`src/rtl/const_stream_gen.sv`:
```
// const_stream_gen: multi-channel stochastic constant generator.
// One shared maximal-length Fibonacci LFSR drives every channel. Channel c
// compares the LFSR state rotated left by c bits against its active value,
// so each frame of 2^WIDTH-1 enabled cycles carries exactly 'active' ones.
// Per-channel values are loaded through a valid/ready port.
//
// Optional feature macro: CONST_STREAM_SYNC_LOAD_EN
//   defined   : loads are staged in a per-channel pending register and
//               committed together on the last enabled edge of a frame.
//   undefined : loads write the active value directly (load_ready tied 1).
module const_stream_gen #(
  parameter int          WIDTH     = 12,
  parameter int          CHANNELS  = 4,
  parameter int unsigned SEED      = 1,
  parameter int unsigned PROB_INIT = 0,
  localparam int         CW        = (CHANNELS > 1) ? $clog2(CHANNELS) : 1
) (
  input  logic                clk,
  input  logic                n_rst,
  input  logic                en,
  input  logic                load_valid,
  output logic                load_ready,
  input  logic [CW-1:0]       load_chan,
  input  logic [WIDTH-1:0]    load_value,
  output logic [CHANNELS-1:0] y,
  output logic                frame_start
);

  localparam int unsigned NCH = CHANNELS;

  // Tap masks (0-based bit positions) for the supported widths.
  function automatic logic [15:0] tap_mask(input int w);
    logic [15:0] m;
    m = '0;
    case (w)
      8:       m = 16'h00B8;  // taps 8,6,5,4
      10:      m = 16'h0240;  // taps 10,7
      12:      m = 16'h0829;  // taps 12,6,4,1
      16:      m = 16'hD008;  // taps 16,15,13,4
      default: m = '0;
    endcase
    return m;
  endfunction

  localparam logic [15:0]      TAPS16  = tap_mask(WIDTH);
  localparam logic [WIDTH-1:0] TAPS    = TAPS16[WIDTH-1:0];
  localparam logic [WIDTH-1:0] SEED_V  = WIDTH'(SEED);
  localparam logic [WIDTH-1:0] PINIT_V = WIDTH'(PROB_INIT);

  logic [WIDTH-1:0]    lfsr_q, lfsr_d;
  logic [WIDTH-1:0]    lfsr_step;
  logic [CHANNELS-1:0] y_q, y_d;
  logic                frame_start_q, frame_start_d;
  logic [WIDTH-1:0]    active_q [CHANNELS];
  logic [WIDTH-1:0]    active_d [CHANNELS];
  logic [CHANNELS-1:0] chan_sel;
  logic [2*WIDTH-1:0]  dbl;

`ifdef CONST_STREAM_SYNC_LOAD_EN
  logic [WIDTH-1:0]    pending_q [CHANNELS];
  logic [WIDTH-1:0]    pending_d [CHANNELS];
  logic [CHANNELS-1:0] pend_v_q, pend_v_d;
  logic                commit;
`endif

  assign y           = y_q;
  assign frame_start = frame_start_q;

  // LFSR successor state and hold when not enabled.
  always_comb begin
    lfsr_step = {lfsr_q[WIDTH-2:0], ^(lfsr_q & TAPS)};
    lfsr_d    = en ? lfsr_step : lfsr_q;
  end

  // One-hot decode of the load target; out-of-range channels decode to none.
  always_comb begin
    chan_sel = '0;
    for (int unsigned c = 0; c < NCH; c++) begin
      chan_sel[c] = (load_chan == CW'(c));
    end
  end

  // Stream bits: compare each rotated LFSR view with the channel's value.
  always_comb begin
    y_d           = y_q;
    frame_start_d = 1'b0;
    dbl           = '0;
    if (en) begin
      frame_start_d = (lfsr_q == SEED_V);
      for (int unsigned c = 0; c < NCH; c++) begin
        dbl    = {lfsr_q, lfsr_q} << c;
        y_d[c] = (dbl[2*WIDTH-1:WIDTH] <= active_q[c]);
      end
    end
  end

`ifdef CONST_STREAM_SYNC_LOAD_EN
  // Ready only when the target channel has no staged value; never from load_valid.
  assign load_ready = ~|(chan_sel & pend_v_q);

  // Commit happens on the edge whose LFSR successor is SEED, i.e. the last
  // enabled bit of a frame, so the new value covers the next frame entirely.
  assign commit = en && (lfsr_step == SEED_V);

  // Commit staged values first, then stage any load accepted on this edge so
  // that a load coinciding with the commit waits for the following boundary.
  always_comb begin
    active_d  = active_q;
    pending_d = pending_q;
    pend_v_d  = pend_v_q;
    if (commit) begin
      for (int unsigned c = 0; c < NCH; c++) begin
        if (pend_v_q[c]) begin
          active_d[c] = pending_q[c];
          pend_v_d[c] = 1'b0;
        end
      end
    end
    if (load_valid && load_ready) begin
      for (int unsigned c = 0; c < NCH; c++) begin
        if (chan_sel[c]) begin
          pending_d[c] = load_value;
          pend_v_d[c]  = 1'b1;
        end
      end
    end
  end

  // Staging registers.
  always_ff @(posedge clk or negedge n_rst) begin
    if (!n_rst) begin
      pending_q <= '{default: '0};
      pend_v_q  <= '0;
    end else begin
      pending_q <= pending_d;
      pend_v_q  <= pend_v_d;
    end
  end
`else
  assign load_ready = 1'b1;

  // Direct write of the active value on the acceptance edge.
  always_comb begin
    active_d = active_q;
    if (load_valid) begin
      for (int unsigned c = 0; c < NCH; c++) begin
        if (chan_sel[c]) begin
          active_d[c] = load_value;
        end
      end
    end
  end
`endif

  // Core state: LFSR, active values, registered outputs.
  always_ff @(posedge clk or negedge n_rst) begin
    if (!n_rst) begin
      lfsr_q        <= SEED_V;
      active_q      <= '{default: PINIT_V};
      y_q           <= '0;
      frame_start_q <= 1'b0;
    end else begin
      lfsr_q        <= lfsr_d;
      active_q      <= active_d;
      y_q           <= y_d;
      frame_start_q <= frame_start_d;
    end
  end

endmodule

```
`config.mk`:
```
export PLATFORM = sky130hd
export DESIGN_NAME = const_stream_gen
export DESIGN_NICKNAME = d
export VERILOG_FILES = /design/src/rtl/const_stream_gen.sv
export SDC_FILE = /design/constraint.sdc
export NUM_CORES = 1
export LEC_CHECK = 0
export CAP_MARGIN = 5
export CORE_UTILIZATION = 48
export DETAILED_ROUTE_END_ITERATION = 8
export PLACE_DENSITY = 0.69
export SKIP_LAST_GASP = 1
export SLEW_MARGIN = 20
export SYNTH_ARGS = -nofsm -noshare
export SYNTH_HDL_FRONTEND = slang
export SYNTH_SLANG_ARGS = --single-unit
export TNS_END_PERCENT = 1
```
`constraint.sdc`:
```
create_clock -name clk -period 1.7 [get_ports clk]
set_input_delay 0.34 -clock clk [delete_from_list [all_inputs] [get_ports clk]]
set_output_delay 0.34 -clock clk [all_outputs]
set_load 0.05 [all_outputs]
```
==> results of run 1 <==
kinds of logic after synthesis:
| family | after synthesis |
|---|---|
| and+or+nand+nor | 52 |
| buffers and inverters | 57 |
| adders and majority gates | 48 |
| xor gates and xnor gates | 3 |
| AOI/OAI and AO/OA | 58 |
| DFF | 65 |
| other | 1 |
| muxes | 45 |
how the worst min path moves through the flow:
stage	endpoint	slack (ns)
CTS	y[2]$_DFFE_PN0P_	0.008
detailed placement	active_q[5]$_DFFE_PN0P_	0.38
finish	active_q[5]$_DFFE_PN0P_	-0.01
global route	active_q[5]$_DFFE_PN0P_	0.01
floorplan	active_q[0]$_DFFE_PN0P_	0.04
global placement	active_q[4]$_DFFE_PN0P_	0.39
critical path, stage by stage (launching register included):
cell and delay [ns]:
dfstp_2 0.58, ha_1 0.24, nor2b_1 0.13, o211ai_1 0.19, a211oi_1 0.11, o41ai_1 0.32
sequential cells by signal, summed over array words and instances (netlist names):
register	count
active_q	48
lfsr_q	12
y	4
frame_start	1
synthesized netlist by cell type (2+ instances only):
cell type	number
dfrtp_1	64
ha_1	48
inv_1	48
mux2_2	45
o21ai_0	18
a21oi_1	16
nand2_1	16
nand4_1	12
nand3_1	9
a211oi_1	4
a21boi_0	4
a21o_1	4
buf_2	4
nand2b_1	4
nor2b_1	4
o211ai_1	4
o31ai_1	4
o41ai_1	4
buf_4	3
xnor2_1	3
clkbuf_1	2
nand3b_1	2
area by class of cell:
| cell class | count | area, sq um |
|---|---|---|
| fillers | 655 | 2960 |
| multi-input cells | 207 | 1800 |
| flip-flops and latches | 65 | 1630 |
| repair buffers | 41 | 395 |
| inverters | 48 | 180 |
| clock buffers | 14 | 173 |
| well taps | 99 | 124 |
| clock inverters | 2 | 35.0 |
metal layers:
metal / track usage / share of wire / up-vias
met5: 0 / 0 / -
met4: 0.0851 / 0.022 / 0
met3: 0.0572 / 0.055 / 17
met2: 0.387 / 0.48 / 52
met1: 0.298 / 0.44 / 1269
li1: - / - / 1250
power groups by stage:
stage               logic (mW)  registers (mW)  clock network (mW)
floorplan                 1.56            2.37                   0
CTS                       2.46            2.35                1.41
finish                    2.54            2.35                1.38
detailed placement        2.44            2.37                   0
global placement          2.33            2.36                   0
global route              2.88            2.40                1.48
what timing repair did:
action,CTS,global route
setup endpoints to repair,2,4
hold buffers,0,0
resized for setup,0,6
pin swaps,1,4
cloned,0,0
buffers inserted,0,5
through the flow:
stage / setup TNS, ns / cells / power [mW] / utilization
3_3_place_gp: -0.108 / 455 / 4.69 / 0.559
6_report: 0 / 476 / 6.26 / 0.595
2_1_floorplan: 0 / 329 / 3.93 / -
4_1_cts: -0.0170 / 471 / 6.21 / 0.587
3_5_place_dp: -0.0694 / 455 / 4.81 / 0.559
5_1_grt: -0.113 / 476 / 6.76 / 0.595
==> results by group, run 1 <==
Status
  – Status: complete, but fails checks
  – Failing checks: hold timing

Clock network
  – Clock Path Buffers: 2
  – Clock-pin slew on the worst setup and hold paths: 0.07 ns
  – Htree depth: 3
  – TritonCTS clock tree: built
  – CTS Root Cell: clkbuf_8
  – # clock sinks: 65
  – Clock latency on the worst-skew pair: 0.35 ns
  – Total CTS buffers: 9

Global routing
  – Vias in the first global route: 2,702
  – Largest net degree at the start of global routing: 66
  – First-pass GRT wire length: 13.3 mm
  – Initial antenna violation count: 0
  – GRT Total Usage: 0.234
  – Total grt overflow: 0

Logic synthesis
  – Post-synthesis sequential area ratio: 0.447
  – YS warnings: 0
  – Flops & latches, synth: 65
  – Async S/R FF share, synth: 1.00
  – Avg Inst Size Synth: 11.1 sq um
  – Synth Area in Compound Gates: 0.0976
  – Post-synthesis adder-cell area fraction: 0.165
  – Synth area leaders: dfrtp_1 44%, ha_1 16%, mux2_2 14%
  – Main combinational cell family by area after synthesis: adder cells
  – Post-Syn Instances: 329
  – Post-Syn Nets: 395
  – Cell Area, Synth: 3640 sq um
  – Dominant cell type by area after synthesis: dfrtp_1
  – Post-synth top area share: 0.440
  – Post-Synth XOR/XNOR Area: 0.00721
  – Post-synthesis mux area share: 0.139
  – Number of synthesized flops with an enable pin: 0
  – Ys flop type: dfrtp_1
  – Yosys cell types: 29
  – Area share of and/or/nand/nor cells after synthesis: 0.0800

Power and ir drop
  – Power share of the sequential group: 0.375
  – Combinational Power Share: 0.405
  – Clk network pwr share: 0.220
  – Pwr dens: 1440 nW/um^2
  – Net Sw Frac: 0.369
  – Maximum vdd drop: 0.000578 V
  – Pint: 3.95 mW
  – Pleak: 2.05 nW
  – Net Switching: 2.31 mW

Placed design
  – Post-Place Setup Slack: -0.0218 ns
  – Port bufs: 22
  – GP Congestion: 0.851
  – Detailed placement HPWL: 6.05 mm
  – Placed cell areas: 4070 sq um

Die
  – Rows: 31
  – I/O pin cnt: 24
  – Die ar.: 7940 sq um
  – Core Region: 7290 sq um
  – Die Width: 89.1 um
  – Starting Density: 0.499
  – Die Y: 89.1 um

Setup path
  – Reg2Reg Depth: 5
  – RR Endpoint: y[1]$_DFFE_PN0P_
  – Worst path arrival time: 1.92 ns
  – Critical R2R Launch: lfsr_q[0]$_DFFE_PN1P_
  – Crit start category: flip-flop
  – CP startpoint: lfsr_q[0]$_DFFE_PN1P_
  – Crit Path Category: flip-flop to flip-flop
  – CP required: 1.94 ns
  – Flop2flop setup slack: 0.02 ns
  – Critical Path End: y[1]$_DFFE_PN0P_
  – Crit-path max FO: 5
  – Nature of the critical path endpoint: flip-flop

Timing
  – Final Hold Vio Count: 14
  – Clock skew: 0.00630 ns
  – Fin crit share: 0.990
  – FMAX: 594 MHz
  – Final Max Slew Viols: 0
  – RSZ-0062 raised after global routing: true
  – Clock period minus worst slack: 1.68 ns
  – Final setup viols: 0
  – Final worst setup slack: 0.0171 ns
  – Hold slack: -0.0106 ns

Drt
  – Avg WL per Cell: 17.1 um
  – DRT Pass-1 Iters: 4
  – DR vias/cell: 5.44
  – Initial DRC count: 115
  – Final ANT Viol Nets: 0
  – DRC viols: 0
  – Via count: 2,588
  – Routed WL: 8.15 mm

Layout
  – Antenna diodes: 0
  – Finished Cell Area: 4340 sq um
  – Layout cell share with drive strength beyond 1: 0.244
  – Most common cell after layout, fill and taps aside: dfrtp_1
  – Layout Nets: 438
  – Area grow syn2layout: 19.0%
  – Most frequent cells in the layout: 61 x dfrtp_1, 48 x inv_1, 48 x ha_1

Run
  – Max_cap viols: 0

Worst hold path
  – Hold crit path type: input port to async pin
Power figures use the tool's default switching activity.
==> run 2: changes to the inputs <==
--- a/config.mk
+++ b/config.mk
@@ -7,8 +7,10 @@
 export LEC_CHECK = 0
 export CAP_MARGIN = 5
 export CORE_UTILIZATION = 48
+export CTS_BUF_LIST = sky130_fd_sc_hd__clkbuf_4 sky130_fd_sc_hd__clkbuf_8
 export DETAILED_ROUTE_END_ITERATION = 8
 export PLACE_DENSITY = 0.69
+export SKIP_CTS_REPAIR_TIMING = 1
 export SKIP_LAST_GASP = 1
 export SLEW_MARGIN = 20
 export SYNTH_ARGS = -nofsm -noshare
==> results by group, run 2 (same netlist as run 1, synthesis figures left out) <==
Placed design
  – DP Cell Count: 455
  – GP Congestion: 0.851
  – Detailed placement HPWL: 6.05 mm
  – Post-Place Setup Slack: -0.0218 ns
  – Port bufs: 22

Clock network
  – Clock latency on the worst-skew pair: 0.34 ns
  – Clock-pin slew on the worst setup and hold paths: 0.07 ns
  – CTS Root Cell: clkbuf_8
  – # clock sinks: 65
  – Clock Path Buffers: 2
  – Total CTS buffers: 9
  – TritonCTS clock tree: built
  – Htree depth: 3

Status
  – Status: completed

Power and ir drop
  – Combinational Power Share: 0.404
  – Net Sw Frac: 0.368
  – Maximum vdd drop: 0.000575 V
  – Pwr dens: 1450 nW/um^2
  – Clk network pwr share: 0.222
  – Pleak: 2.06 nW
  – Net Switching: 2.33 mW
  – Power share of the sequential group: 0.373
  – Pint: 4.00 mW

Layout
  – Max FFs per register: 48
  – Area grow syn2layout: 19.6%
  – Layout cell share with drive strength beyond 1: 0.255
  – Layout Nets: 438
  – Finished Layout Cells: 476
  – Most common cell after layout, fill and taps aside: dfrtp_1
  – # fillers: 648
  – Antenna diodes: 0
  – Most frequent cells in the layout: 61 x dfrtp_1, 47 x inv_1, 47 x ha_1
  – Largest reg by FF count: active_q

Setup path
  – Crit-path leading delay family: compound AO/OA/AOI/OAI gates
  – Worst path arrival time: 1.91 ns
  – Crit-path max FO: 5
  – Flop2flop setup slack: 0.02 ns
  – Reg2Reg Depth: 5
  – Crit Path Category: flip-flop to flip-flop
  – Max stage delay on crit path: 0.61 ns
  – Nature of the critical path endpoint: flip-flop
  – RR Endpoint: y[1]$_DFFE_PN0P_
  – Max stage delay cell, worst path: dfstp_2
  – Crit-path cells: ha_4 > nor2b_1 > o211ai_1 > a211oi_1 > o41ai_1
  – CP required: 1.93 ns
  – Crit start category: flip-flop
  – CP bufs+invs: 0
  – Critical R2R Launch: lfsr_q[0]$_DFFE_PN1P_

Drt
  – Final ANT Viol Nets: 0
  – DRC viols: 0
  – DR vias/cell: 5.42
  – Routed WL: 8.23 mm
  – Avg WL per Cell: 17.3 um
  – Via count: 2,578
  – Initial DRC count: 128
  – DRT Pass-1 Iters: 4

Timing
  – Clock skew: 0.00493 ns
  – FMAX: 596 MHz
  – Setup TNS: 0 ns
  – Final Hold Vio Count: 0
  – Final Max Slew Viols: 0
  – Final worst setup slack: 0.0231 ns
  – Final setup viols: 0
  – RSZ-0062 raised after global routing: true
  – Clock period minus worst slack: 1.68 ns
  – Fin crit share: 0.986

Global routing
  – Total grt overflow: 0
  – Initial antenna violation count: 0
  – Vias in the first global route: 2,695
  – First-pass GRT wire length: 13.3 mm
  – GRT Total Usage: 0.234
  – Largest net degree at the start of global routing: 66

Die
  – Starting Density: 0.499
  – Die Width: 89.1 um
  – I/O pin cnt: 24
  – Die Y: 89.1 um
  – Rows: 31
  – Core Region: 7290 sq um
  – Die ar.: 7940 sq um

Worst hold path
  – Hold crit path type: input port to async pin

Run
  – Max_cap viols: 0
run 2: cell counts in the layout (fill, tap and decap cells not counted):
Identical to the previous run, type by type.
run 2: metrics by stage:
stage                util  power [mW]  hold slack, ns  cell area [sq um]
CTS                 0.588        6.25         0.00730               4290
floorplan               -        3.93          0.0444               3640
global placement    0.559        4.69           0.386               4070
detailed placement  0.559        4.81           0.384               4070
finish              0.597        6.32         0.00482               4360
global route        0.597        6.82          0.0121               4360
run 2: final cells by class:
cell class                 count  area, sq um  share of cell area
multi-input combinational    207         1810               0.415
sequential                    65         1630               0.375
timing repair buffer          41          395              0.0908
clock buffer                  14          180              0.0414
inverter                      48          180              0.0414
tap                           99          124              0.0284
clock inverter                 2         35.0             0.00804
run 2: metal layers:
layer	track usage	share of wire	vias up
met5	0	0	-
met4	0.0851	0.022	0
met3	0.0572	0.047	16
met2	0.386	0.48	53
met1	0.299	0.45	1260
li1	-	-	1249
run 2: worst max path at each step:
stage,to,startpoint,cells past startpoint,slack [ns]
6_report,y[1]$_DFFE_PN0P_,lfsr_q[0]$_DFFE_PN1P_,5,0.02
2_1_floorplan,y[1]$_DFFE_PN0P_,lfsr_q[0]$_DFFE_PN1P_,5,0.12
3_5_place_dp,y[1]$_DFFE_PN0P_,lfsr_q[0]$_DFFE_PN1P_,5,-0.02
4_1_cts,y[1]$_DFFE_PN0P_,lfsr_q[0]$_DFFE_PN1P_,5,-0.04
3_3_place_gp,active_q[41]$_DFFE_PN0P_,load_valid,5,-0.02
5_1_grt,y[1]$_DFFE_PN0P_,lfsr_q[0]$_DFFE_PN1P_,5,-0.05
run 2: worst reg2reg max path: cells and delay by family (launching register included):
kind	cells	cell delay [ns]
flip-flops	1	0.61
AND/OR/NAND/NOR	1	0.12
AO/OA/AOI/OAI	3	0.62
adder cells (fa/ha/maj)	1	0.22
run 2: power groups by stage:
stage | clock, mW | sequential, mW | combinational [mW]
after floorplan | 0 | 2.37 | 1.56
after global placement | 0 | 2.36 | 2.33
after detailed placement | 0 | 2.37 | 2.44
after CTS | 1.44 | 2.34 | 2.46
after global routing | 1.51 | 2.41 | 2.90
final | 1.41 | 2.36 | 2.56
